## src/rtl/wb_bus_arbiter_if.sv

```systemverilog
// Bundles the NM master-side Wishbone buses and the shared slave port of the arbiter.
// "master" is the arbiter's view (bus master of the shared slave); "slave" is the opposite side.
interface wb_bus_arbiter_if #(
  parameter int NM = 2,
  parameter int DW = 32,
  parameter int AW = 32
);
  logic [NM-1:0]    wbm_cyc_i;
  logic [NM-1:0]    wbm_stb_i;
  logic [NM-1:0]    wbm_we_i;
  logic [NM*AW-1:0] wbm_adr_i;
  logic [NM*DW-1:0] wbm_dat_i;
  logic [NM*4-1:0]  wbm_sel_i;
  logic [NM*3-1:0]  wbm_cti_i;
  logic [NM*2-1:0]  wbm_bte_i;
  logic [NM-1:0]    wbm_ack_o;
  logic [NM-1:0]    wbm_err_o;
  logic [NM-1:0]    wbm_rty_o;
  logic [NM*DW-1:0] wbm_dat_o;

  logic             wbs_cyc_o;
  logic             wbs_stb_o;
  logic             wbs_we_o;
  logic [AW-1:0]    wbs_adr_o;
  logic [DW-1:0]    wbs_dat_o;
  logic [3:0]       wbs_sel_o;
  logic [2:0]       wbs_cti_o;
  logic [1:0]       wbs_bte_o;
  logic             wbs_ack_i;
  logic             wbs_err_i;
  logic             wbs_rty_i;
  logic [DW-1:0]    wbs_dat_i;

  modport master (
    input  wbm_cyc_i, wbm_stb_i, wbm_we_i, wbm_adr_i, wbm_dat_i, wbm_sel_i, wbm_cti_i, wbm_bte_i,
    output wbm_ack_o, wbm_err_o, wbm_rty_o, wbm_dat_o,
    output wbs_cyc_o, wbs_stb_o, wbs_we_o, wbs_adr_o, wbs_dat_o, wbs_sel_o, wbs_cti_o, wbs_bte_o,
    input  wbs_ack_i, wbs_err_i, wbs_rty_i, wbs_dat_i
  );

  modport slave (
    output wbm_cyc_i, wbm_stb_i, wbm_we_i, wbm_adr_i, wbm_dat_i, wbm_sel_i, wbm_cti_i, wbm_bte_i,
    input  wbm_ack_o, wbm_err_o, wbm_rty_o, wbm_dat_o,
    input  wbs_cyc_o, wbs_stb_o, wbs_we_o, wbs_adr_o, wbs_dat_o, wbs_sel_o, wbs_cti_o, wbs_bte_o,
    output wbs_ack_i, wbs_err_i, wbs_rty_i, wbs_dat_i
  );
endinterface

```

## src/rtl/wb_bus_arbiter.sv

```systemverilog
// NM-to-1 Wishbone arbiter (fixed priority or round-robin) with slave-response timeout.
// Grant registered 1 cycle after request; bus/responses then pass combinationally, owner held until it drops cyc.
module wb_bus_arbiter #(
  parameter int NM  = 2,
  parameter int DW  = 32,
  parameter int AW  = 32,
  parameter int TMO = 255
) (
  input  logic              clk_int,
  input  logic              rst,
  input  logic              round_or_priority,
  wb_bus_arbiter_if.master  bus,
  output logic [NM-1:0]     grant_o,
  output logic              timeout_o
);
  localparam int IW = (NM > 1) ? $clog2(NM) : 1;
  localparam logic [7:0] TMO_C = 8'(TMO);

  typedef enum logic [1:0] {S_IDLE, S_BUSY, S_ERR, S_DRAIN} state_t;

  state_t        r_state, w_next;
  logic [NM-1:0] r_grant;
  logic [IW-1:0] r_owner, r_last, w_win;
  logic [7:0]    r_cnt;
  logic          w_any_req, w_own_cyc, w_own_stb, w_resp;

  assign w_own_cyc = bus.wbm_cyc_i[r_owner];
  assign w_own_stb = bus.wbm_stb_i[r_owner];
  assign w_resp    = bus.wbs_ack_i | bus.wbs_err_i | bus.wbs_rty_i;
  assign grant_o   = r_grant;
  assign bus.wbm_dat_o = {NM{bus.wbs_dat_i}};

  // Round-robin scan starts just past the last owner; priority scan starts at 0.
  always_comb begin
    w_win     = '0;
    w_any_req = 1'b0;
    for (int i = 0; i < NM; i++) begin
      int idx;
      idx = round_or_priority ? (int'(r_last) + 1 + i) % NM : i;
      if (!w_any_req && bus.wbm_cyc_i[idx]) begin
        w_any_req = 1'b1;
        w_win     = IW'(idx);
      end
    end
  end

  always_ff @(posedge clk_int or posedge rst) begin
    if (rst) r_state <= S_IDLE;
    else     r_state <= w_next;
  end

  always_comb begin
    w_next = r_state;
    case (r_state)
      S_IDLE:  if (w_any_req) w_next = S_BUSY;
      S_BUSY: begin
        if (!w_own_cyc)                    w_next = S_IDLE;
        else if (!w_resp && r_cnt == TMO_C) w_next = S_ERR;
      end
      S_ERR:   w_next = S_DRAIN;
      S_DRAIN: if (!w_own_cyc) w_next = S_IDLE;
      default: w_next = S_IDLE;
    endcase
  end

  always_ff @(posedge clk_int or posedge rst) begin
    if (rst) begin
      r_grant <= '0;
      r_owner <= '0;
      r_last  <= IW'(NM - 1);
      r_cnt   <= '0;
    end else begin
      case (r_state)
        S_IDLE: begin
          r_cnt <= '0;
          if (w_any_req) begin
            r_grant <= NM'(1) << w_win;
            r_owner <= w_win;
            r_last  <= w_win;
          end
        end
        S_BUSY: begin
          if (!w_own_cyc)                    r_grant <= '0;
          if (w_resp)                         r_cnt <= '0;
          else if (w_own_stb && r_cnt != TMO_C) r_cnt <= r_cnt + 8'd1;
        end
        S_DRAIN: if (!w_own_cyc) r_grant <= '0;
        default: ;
      endcase
    end
  end

  // Slave port is driven only while an owner is actively in its cycle.
  always_comb begin
    bus.wbs_cyc_o = 1'b0;
    bus.wbs_stb_o = 1'b0;
    bus.wbs_we_o  = 1'b0;
    bus.wbs_adr_o = '0;
    bus.wbs_dat_o = '0;
    bus.wbs_sel_o = '0;
    bus.wbs_cti_o = '0;
    bus.wbs_bte_o = '0;
    bus.wbm_ack_o = '0;
    bus.wbm_err_o = '0;
    bus.wbm_rty_o = '0;
    timeout_o     = 1'b0;
    case (r_state)
      S_BUSY: begin
        bus.wbs_cyc_o = w_own_cyc;
        bus.wbs_stb_o = w_own_stb;
        bus.wbs_we_o  = bus.wbm_we_i[r_owner];
        bus.wbs_adr_o = bus.wbm_adr_i[int'(r_owner)*AW +: AW];
        bus.wbs_dat_o = bus.wbm_dat_i[int'(r_owner)*DW +: DW];
        bus.wbs_sel_o = bus.wbm_sel_i[int'(r_owner)*4 +: 4];
        bus.wbs_cti_o = bus.wbm_cti_i[int'(r_owner)*3 +: 3];
        bus.wbs_bte_o = bus.wbm_bte_i[int'(r_owner)*2 +: 2];
        bus.wbm_ack_o[r_owner] = bus.wbs_ack_i;
        bus.wbm_err_o[r_owner] = bus.wbs_err_i;
        bus.wbm_rty_o[r_owner] = bus.wbs_rty_i;
      end
      S_ERR: begin
        bus.wbm_err_o[r_owner] = 1'b1;
        timeout_o              = 1'b1;
      end
      default: ;
    endcase
  end
endmodule

```

## src/flat_wrapper.sv

```systemverilog
// flat-port wrapper written by rule: the top's interface ports become plain ports
module wb_bus_arbiter_flat 
#(
  parameter int NM  = 2,
  parameter int DW  = 32,
  parameter int AW  = 32,
  parameter int TMO = 255
)
  (clk_int, rst, round_or_priority, grant_o, timeout_o, bus_wbm_cyc_i, bus_wbm_stb_i, bus_wbm_we_i, bus_wbm_adr_i, bus_wbm_dat_i, bus_wbm_sel_i, bus_wbm_cti_i, bus_wbm_bte_i, bus_wbm_ack_o, bus_wbm_err_o, bus_wbm_rty_o, bus_wbm_dat_o, bus_wbs_cyc_o, bus_wbs_stb_o, bus_wbs_we_o, bus_wbs_adr_o, bus_wbs_dat_o, bus_wbs_sel_o, bus_wbs_cti_o, bus_wbs_bte_o, bus_wbs_ack_i, bus_wbs_err_i, bus_wbs_rty_i, bus_wbs_dat_i);
  wb_bus_arbiter_if #(.NM(NM), .DW(DW), .AW(AW)) bus_i ();
  input  logic clk_int;
  input  logic rst;
  input  logic round_or_priority;
  output logic [NM-1:0] grant_o;
  output logic timeout_o;
  input wire logic [$bits(bus_i.wbm_cyc_i)-1:0] bus_wbm_cyc_i;
  input wire logic [$bits(bus_i.wbm_stb_i)-1:0] bus_wbm_stb_i;
  input wire logic [$bits(bus_i.wbm_we_i)-1:0] bus_wbm_we_i;
  input wire logic [$bits(bus_i.wbm_adr_i)-1:0] bus_wbm_adr_i;
  input wire logic [$bits(bus_i.wbm_dat_i)-1:0] bus_wbm_dat_i;
  input wire logic [$bits(bus_i.wbm_sel_i)-1:0] bus_wbm_sel_i;
  input wire logic [$bits(bus_i.wbm_cti_i)-1:0] bus_wbm_cti_i;
  input wire logic [$bits(bus_i.wbm_bte_i)-1:0] bus_wbm_bte_i;
  output wire logic [$bits(bus_i.wbm_ack_o)-1:0] bus_wbm_ack_o;
  output wire logic [$bits(bus_i.wbm_err_o)-1:0] bus_wbm_err_o;
  output wire logic [$bits(bus_i.wbm_rty_o)-1:0] bus_wbm_rty_o;
  output wire logic [$bits(bus_i.wbm_dat_o)-1:0] bus_wbm_dat_o;
  output wire logic [$bits(bus_i.wbs_cyc_o)-1:0] bus_wbs_cyc_o;
  output wire logic [$bits(bus_i.wbs_stb_o)-1:0] bus_wbs_stb_o;
  output wire logic [$bits(bus_i.wbs_we_o)-1:0] bus_wbs_we_o;
  output wire logic [$bits(bus_i.wbs_adr_o)-1:0] bus_wbs_adr_o;
  output wire logic [$bits(bus_i.wbs_dat_o)-1:0] bus_wbs_dat_o;
  output wire logic [$bits(bus_i.wbs_sel_o)-1:0] bus_wbs_sel_o;
  output wire logic [$bits(bus_i.wbs_cti_o)-1:0] bus_wbs_cti_o;
  output wire logic [$bits(bus_i.wbs_bte_o)-1:0] bus_wbs_bte_o;
  input wire logic [$bits(bus_i.wbs_ack_i)-1:0] bus_wbs_ack_i;
  input wire logic [$bits(bus_i.wbs_err_i)-1:0] bus_wbs_err_i;
  input wire logic [$bits(bus_i.wbs_rty_i)-1:0] bus_wbs_rty_i;
  input wire logic [$bits(bus_i.wbs_dat_i)-1:0] bus_wbs_dat_i;
  assign bus_i.wbm_cyc_i = bus_wbm_cyc_i;
  assign bus_i.wbm_stb_i = bus_wbm_stb_i;
  assign bus_i.wbm_we_i = bus_wbm_we_i;
  assign bus_i.wbm_adr_i = bus_wbm_adr_i;
  assign bus_i.wbm_dat_i = bus_wbm_dat_i;
  assign bus_i.wbm_sel_i = bus_wbm_sel_i;
  assign bus_i.wbm_cti_i = bus_wbm_cti_i;
  assign bus_i.wbm_bte_i = bus_wbm_bte_i;
  assign bus_wbm_ack_o = bus_i.wbm_ack_o;
  assign bus_wbm_err_o = bus_i.wbm_err_o;
  assign bus_wbm_rty_o = bus_i.wbm_rty_o;
  assign bus_wbm_dat_o = bus_i.wbm_dat_o;
  assign bus_wbs_cyc_o = bus_i.wbs_cyc_o;
  assign bus_wbs_stb_o = bus_i.wbs_stb_o;
  assign bus_wbs_we_o = bus_i.wbs_we_o;
  assign bus_wbs_adr_o = bus_i.wbs_adr_o;
  assign bus_wbs_dat_o = bus_i.wbs_dat_o;
  assign bus_wbs_sel_o = bus_i.wbs_sel_o;
  assign bus_wbs_cti_o = bus_i.wbs_cti_o;
  assign bus_wbs_bte_o = bus_i.wbs_bte_o;
  assign bus_i.wbs_ack_i = bus_wbs_ack_i;
  assign bus_i.wbs_err_i = bus_wbs_err_i;
  assign bus_i.wbs_rty_i = bus_wbs_rty_i;
  assign bus_i.wbs_dat_i = bus_wbs_dat_i;
  wb_bus_arbiter #(.NM(NM), .DW(DW), .AW(AW), .TMO(TMO)) u_core (.clk_int(clk_int), .rst(rst), .round_or_priority(round_or_priority), .bus(bus_i), .grant_o(grant_o), .timeout_o(timeout_o));
endmodule
```

## config.mk

```make
export PLATFORM = sky130hd
export DESIGN_NAME = wb_bus_arbiter_flat
export DESIGN_NICKNAME = d
export VERILOG_FILES = /design/src/rtl/wb_bus_arbiter_if.sv /design/src/rtl/wb_bus_arbiter.sv /design/src/flat_wrapper.sv
export SDC_FILE = /design/constraint.sdc
export NUM_CORES = 1
export LEC_CHECK = 0
export ABC_AREA = 1
export CAP_MARGIN = 25
export CORE_AREA = 4 4 131 133
export CTS_CLUSTER_SIZE = 8
export DETAILED_ROUTE_END_ITERATION = 7
export DIE_AREA = 0 0 135 137
export GPL_ROUTABILITY_DRIVEN = 0
export PLACE_DENSITY = 0.59
export RECOVER_POWER = 50
export SETUP_SLACK_MARGIN = 0.2
export SYNTH_ARGS = -nofsm -noshare
export SYNTH_HDL_FRONTEND = slang
export SYNTH_SLANG_ARGS = --single-unit
```

## constraint.sdc

```tcl
create_clock -name clk_int -period 4 [get_ports clk_int]
set_clock_uncertainty 0.1 [all_clocks]
set_input_delay 0.8 -clock clk_int [delete_from_list [all_inputs] [get_ports clk_int]]
set_output_delay 0.8 -clock clk_int [all_outputs]
set_load 0.01 [all_outputs]
```

; Word-level counts from Yosys, hierarchy flattened
; Cells that the tools add are included.
[op_classes]
n_bitwise = 7
magnitude_cmp = 4
n_eq_ne = 10
muxes = 42
n_mul = 1
shifts = 6
n_addsub = 3
reduce_logical = 14
[ops]
columns = op, n
row1 = two-way mux 32 bit, 4
row2 = indexed part select 64 x 7 -> 32 bit, 2
row3 = "< comparator 32 x 3 -> 1 bit, second input constant", 2
row4 = "adder 32 x 2 -> 32 bit, second input constant", 1
row5 = indexed part select 6 x 32 -> 3 bit, 1
row6 = two-way mux 1 bit, 21
row7 = two-way mux 2 bit, 8
row8 = two-way mux 8 bit, 2
row9 = one-hot mux 8 bit (2 select lines), 1
row10 = "adder 8 x 1 -> 8 bit, second input constant", 1
row11 = "equality test 8 bit, second input constant", 1
row12 = "!= test 8 bit, second input constant", 1
row13 = one-hot mux 2 bit (2 select lines), 2
row14 = one-hot mux 2 bit (4 select lines), 1
row15 = indexed part select 8 x 4 -> 4 bit, 1
row16 = bitwise AND 2 bit, 3
row17 = AND reduction 3 bit, 2
row18 = "equality test 2 bit, second input constant", 2
row19 = logical AND 1 bit, 4
row20 = two-way mux 4 bit, 1
row21 = "!= test 2 bit, second input constant", 2
row22 = AND reduction 2 bit, 2
row23 = nonzero test 2 bit, 2
row24 = indexed part select 4 x 3 -> 2 bit, 1
row25 = other kinds (17), 19
[totals]
out_inout_bits = 149
regBits = 14
inputBits = 190

; Logic depth before layout (Yosys ltp)
[logic_depth]
word_depth = 13
depth_mapped = 9
depth_no_buf = 9

; Worst setup path before layout
; Ideal clock, no wire load.
[synth_timing]
path_kind = flip-flop to output port
startpoint = register (tool-made name)
endpoint = output port bus_wbs_bte_o[0]
slack_ns = 1.720
path_stages_with_launch = 8
n_path_buf = 3
required_ns = 3.100
arrival_time_ns = 1.380
cell_sequence = dfrtp_1 -> inv_1 -> ha_1 -> buf_4 -> inv_2 -> buf_4 -> buf_2 -> a21oi_1
[synth_lines]
columns = element, line
row1 = "end, declared", flat_wrapper.sv:35  ; output wire logic [$bits(bus_i.wbs_bte_o)-1:0] bus_wbs_bte_o;

==> summary.txt <==
Clock tree
  – CTS Sinks: 14
  – Num CTS Buffers: 3
  – Root Driver: clkbuf_16
  – Hold Buf Count CTS: 0
  – Reg clk slew, reported paths: 0.05 ns
  – Resize count post-CTS: 0
  – Clock Latency Late Sink: 0.24 ns
  – H-tree levels: 1
  – Clock Tree Buf Depth: 2
  – CTS tree: yes
  – Post-CTS Setup Inserts: 0

Place
  – Port bufs: between 200 and 250
  – Dpl ws: 0.626 ns
  – Area after DPL: 0.00476 mm2
  – Placed Instances: around 840
  – DP HPWL: 10000 um

Synthesis
  – Syn nets: 663
  – Mapped Avg Cell Area: 5.57 um2
  – Flops & latches, synth: 14
  – Cell count after synthesis: 466
  – Cell Area, Synth: 0.00260 mm2
  – Post-synth cell types: 28
  – Syn. warnings: 0
  – Seq/Total Area, Yosys: 13.5%

Floorplan
  – Die area: around 0.018 mm2
  – Die Ht: 137 um
  – Site Rows: 46
  – I/O pins: ~340
  – Initial Util: 16.4%
  – Die width: around 140 um
  – Area of the core: 0.0158 mm2

STA
  – Normalized max-slew margin: 55.7%
  – Max-slew violation count: 0
  – Final Hold Fails: 0
  – Fin crit period: around 3.6 ns
  – Final worst slack: between 0.4 and 0.5 ns
  – Tightest Pin Transition: ~0.66 ns
  – Post-route clock period utilization: 89.5%
  – RSZ-0062 raised after global routing: no
  – Total Neg Setup Slack: 0 ns
  – Setup Viol. Count Final: 0
  – Max Freq: 0.279 GHz

Route
  – Via-per-instance ratio: 3.98
  – TritonRoute pass-1 iters: 4
  – WL per Instance: 15.1 um
  – DRC viols: 0
  – Via count: around 3400
  – Antenna viol nets, final: 0
  – Routed WL: between 10000 and 15000 um
  – Number of DRC markers in iteration 0: between 150 and 200

Cells and area
  – Fillers: 1747
  – Fin nets: between 800 and 900
  – Final Cell Area: 0.00482 mm2
  – Share of layout cells above drive strength 1: 3.35%
  – Non-filler cells, final: 843
  – # diodes: 0
  – Layout area overhead: 85.6%

Global route
  – GRT Total Usage: 12.1%
  – First-pass GRT wire length: 18000 um
  – Initial antenna violation count: 0
  – Vias in the first global route: 3169
  – Overflow after GRT: 0
  – Largest net degree at the start of global routing: 82

Min path
  – Hold crit path type: flop to flop

Flow run
  – Max-Cap Viols: 0

Power and ir drop
  – Leakage power: 1.99 nW
  – Overall power: 2.45 mW
  – Worst VDD drop: 0.259 mV
  – Pwr Density: roughly 510 mW/mm2

Critical path
  – Crit path required time: 3.10 ns
  – Crit path capture type: output port
  – CP Class: flop to output port
  – Max FO, Critical Path: 17
  – Arrival time at the worst endpoint: 2.68 ns
  – Crit start category: flop

Status
  – Status: finished clean
path summary, 6_finish.rpt:
check | start | end | slack, ns | depth (start not counted)
setup / recovery | flop | bus_wbs_dat_o[19] | 0.42 | 5
hold / removal | u_core.r_last | u_core.r_last | 0.40 | 2
setup reg to reg | flop | u_core.r_cnt[2] | 1.71 | 8
hold reg to reg | u_core.r_last | u_core.r_last | 0.40 | 2
max in group asynchronous | rst | u_core.r_owner | 2.43 | 2
min in group asynchronous | rst | u_core.grant_o[0] | 0.95 | 2
area by class of cell:
type,count,area (um2),share of cell area [%]
multi-input combinational,337,1510,31.2
inverter,25,93.8,1.95
clock buffer,4,88.8,1.84
timing repair buffer,247,2510,52.1
sequential,14,353,7.32
tap,216,270,5.61
metrics by stage:
step / hold WS [ns] / utilization (%)
after CTS: 0.392 / 30.6
after global placement: 0.373 / 30.1
final: 0.395 / 30.5
after detailed placement: 0.393 / 30.1
after global routing: 0.441 / 30.5
after floorplan: 0.361 / -
synth_stat cells, drive strengths merged:
| cell | n | area [um2] |
|---|---|---|
| dfrtp | 13 | 325 |
| inv | 25 | 93.8 |
| o21bai | 1 | 7.51 |
| a21oi | 77 | 389 |
| xnor2 | 1 | 8.76 |
| buf | 85 | 602 |
| nand3 | 10 | 50.1 |
| a21boi | 1 | 7.51 |
| nand3b | 1 | 7.51 |
| dfstp | 1 | 26.3 |
| clkbuf | 5 | 18.8 |
| o31ai | 1 | 7.51 |
| ha | 7 | 87.6 |
| o21ai | 13 | 72.6 |
| nand2 | 197 | 759 |
| nor2 | 27 | 128 |
| nand4 | 1 | 6.26 |
layout by cell type (no fill, tap or decap):
| cell | n |
|---|---|
| inv_2 | 1 |
| a21boi_1 | 1 |
| a21oi_2 | 1 |
| clkbuf_8 | 1 |
| dfrtp_2 | 1 |
| nand3_1 | 10 |
| xnor2_1 | 1 |
| nand3b_1 | 1 |
| ha_1 | 7 |
| o21ai_0 | 10 |
| o21ai_1 | 1 |
| nand2_1 | 193 |
| buf_4 | 1 |
| nand2_2 | 4 |
| o21ai_2 | 2 |
| o31ai_1 | 1 |
| buf_12 | 4 |
| clkbuf_16 | 3 |
| nor2_2 | 1 |
| nand4_1 | 1 |
| nor2_1 | 25 |
| nor2_4 | 1 |
| a21oi_1 | 76 |
| dlygate4sd3_1 | 3 |
| o21bai_1 | 1 |
| dfstp_2 | 1 |
| inv_1 | 24 |
| clkdlybuf4s50_1 | 239 |
| dfrtp_1 | 12 |
report_power, final:
| group | leakage (nW) | switching, mW | internal [mW] |
|---|---|---|---|
| Sequential | 0.184 | 0.0260 | 0.172 |
| Combinational | 1.77 | 1.06 | 0.971 |
| Clock | 0.0442 | 0.0599 | 0.152 |
| Total | 1.99 | 1.15 | 1.29 |
critical path, cell delays in order (launching register included):
cell and delay, ns:
dfrtp_1 0.42, inv_1 0.12, ha_1 0.31, inv_1 0.36, a21oi_1 0.56, clkdlybuf4s50_1 0.66
logic make-up (layout without fill, tap and decap cells):
logic type	Yosys count	in the layout	share of synthesized area (%)
DFF	14	14	13.5
AOI/OAI and AO/OA	93	93	18.6
buffers and inverters	115	276	27.5
xor gates and xnor gates	1	1	0.337
adders and majority gates	7	7	3.37
and+or+nand+nor	236	236	36.6
sequential cells by signal, summed over array words and instances (netlist names), named ones only:
| register | cells |
|---|---|
| u_core.r_owner | 1 |
| u_core.r_cnt | 8 |
| u_core.grant_o | 2 |
| u_core.r_state | 1 |
| u_core.r_last | 1 |
layer usage:
layer  vias up  routed length [um]  GRT usage [%]
met2       168                5720           18.6
li1       1713                   -              -
met1      1444                5390           15.9
met4         0                 243           3.86
met3        29                1400           4.15
met5         -                   0              0
(Power assumes the default switching activity.)
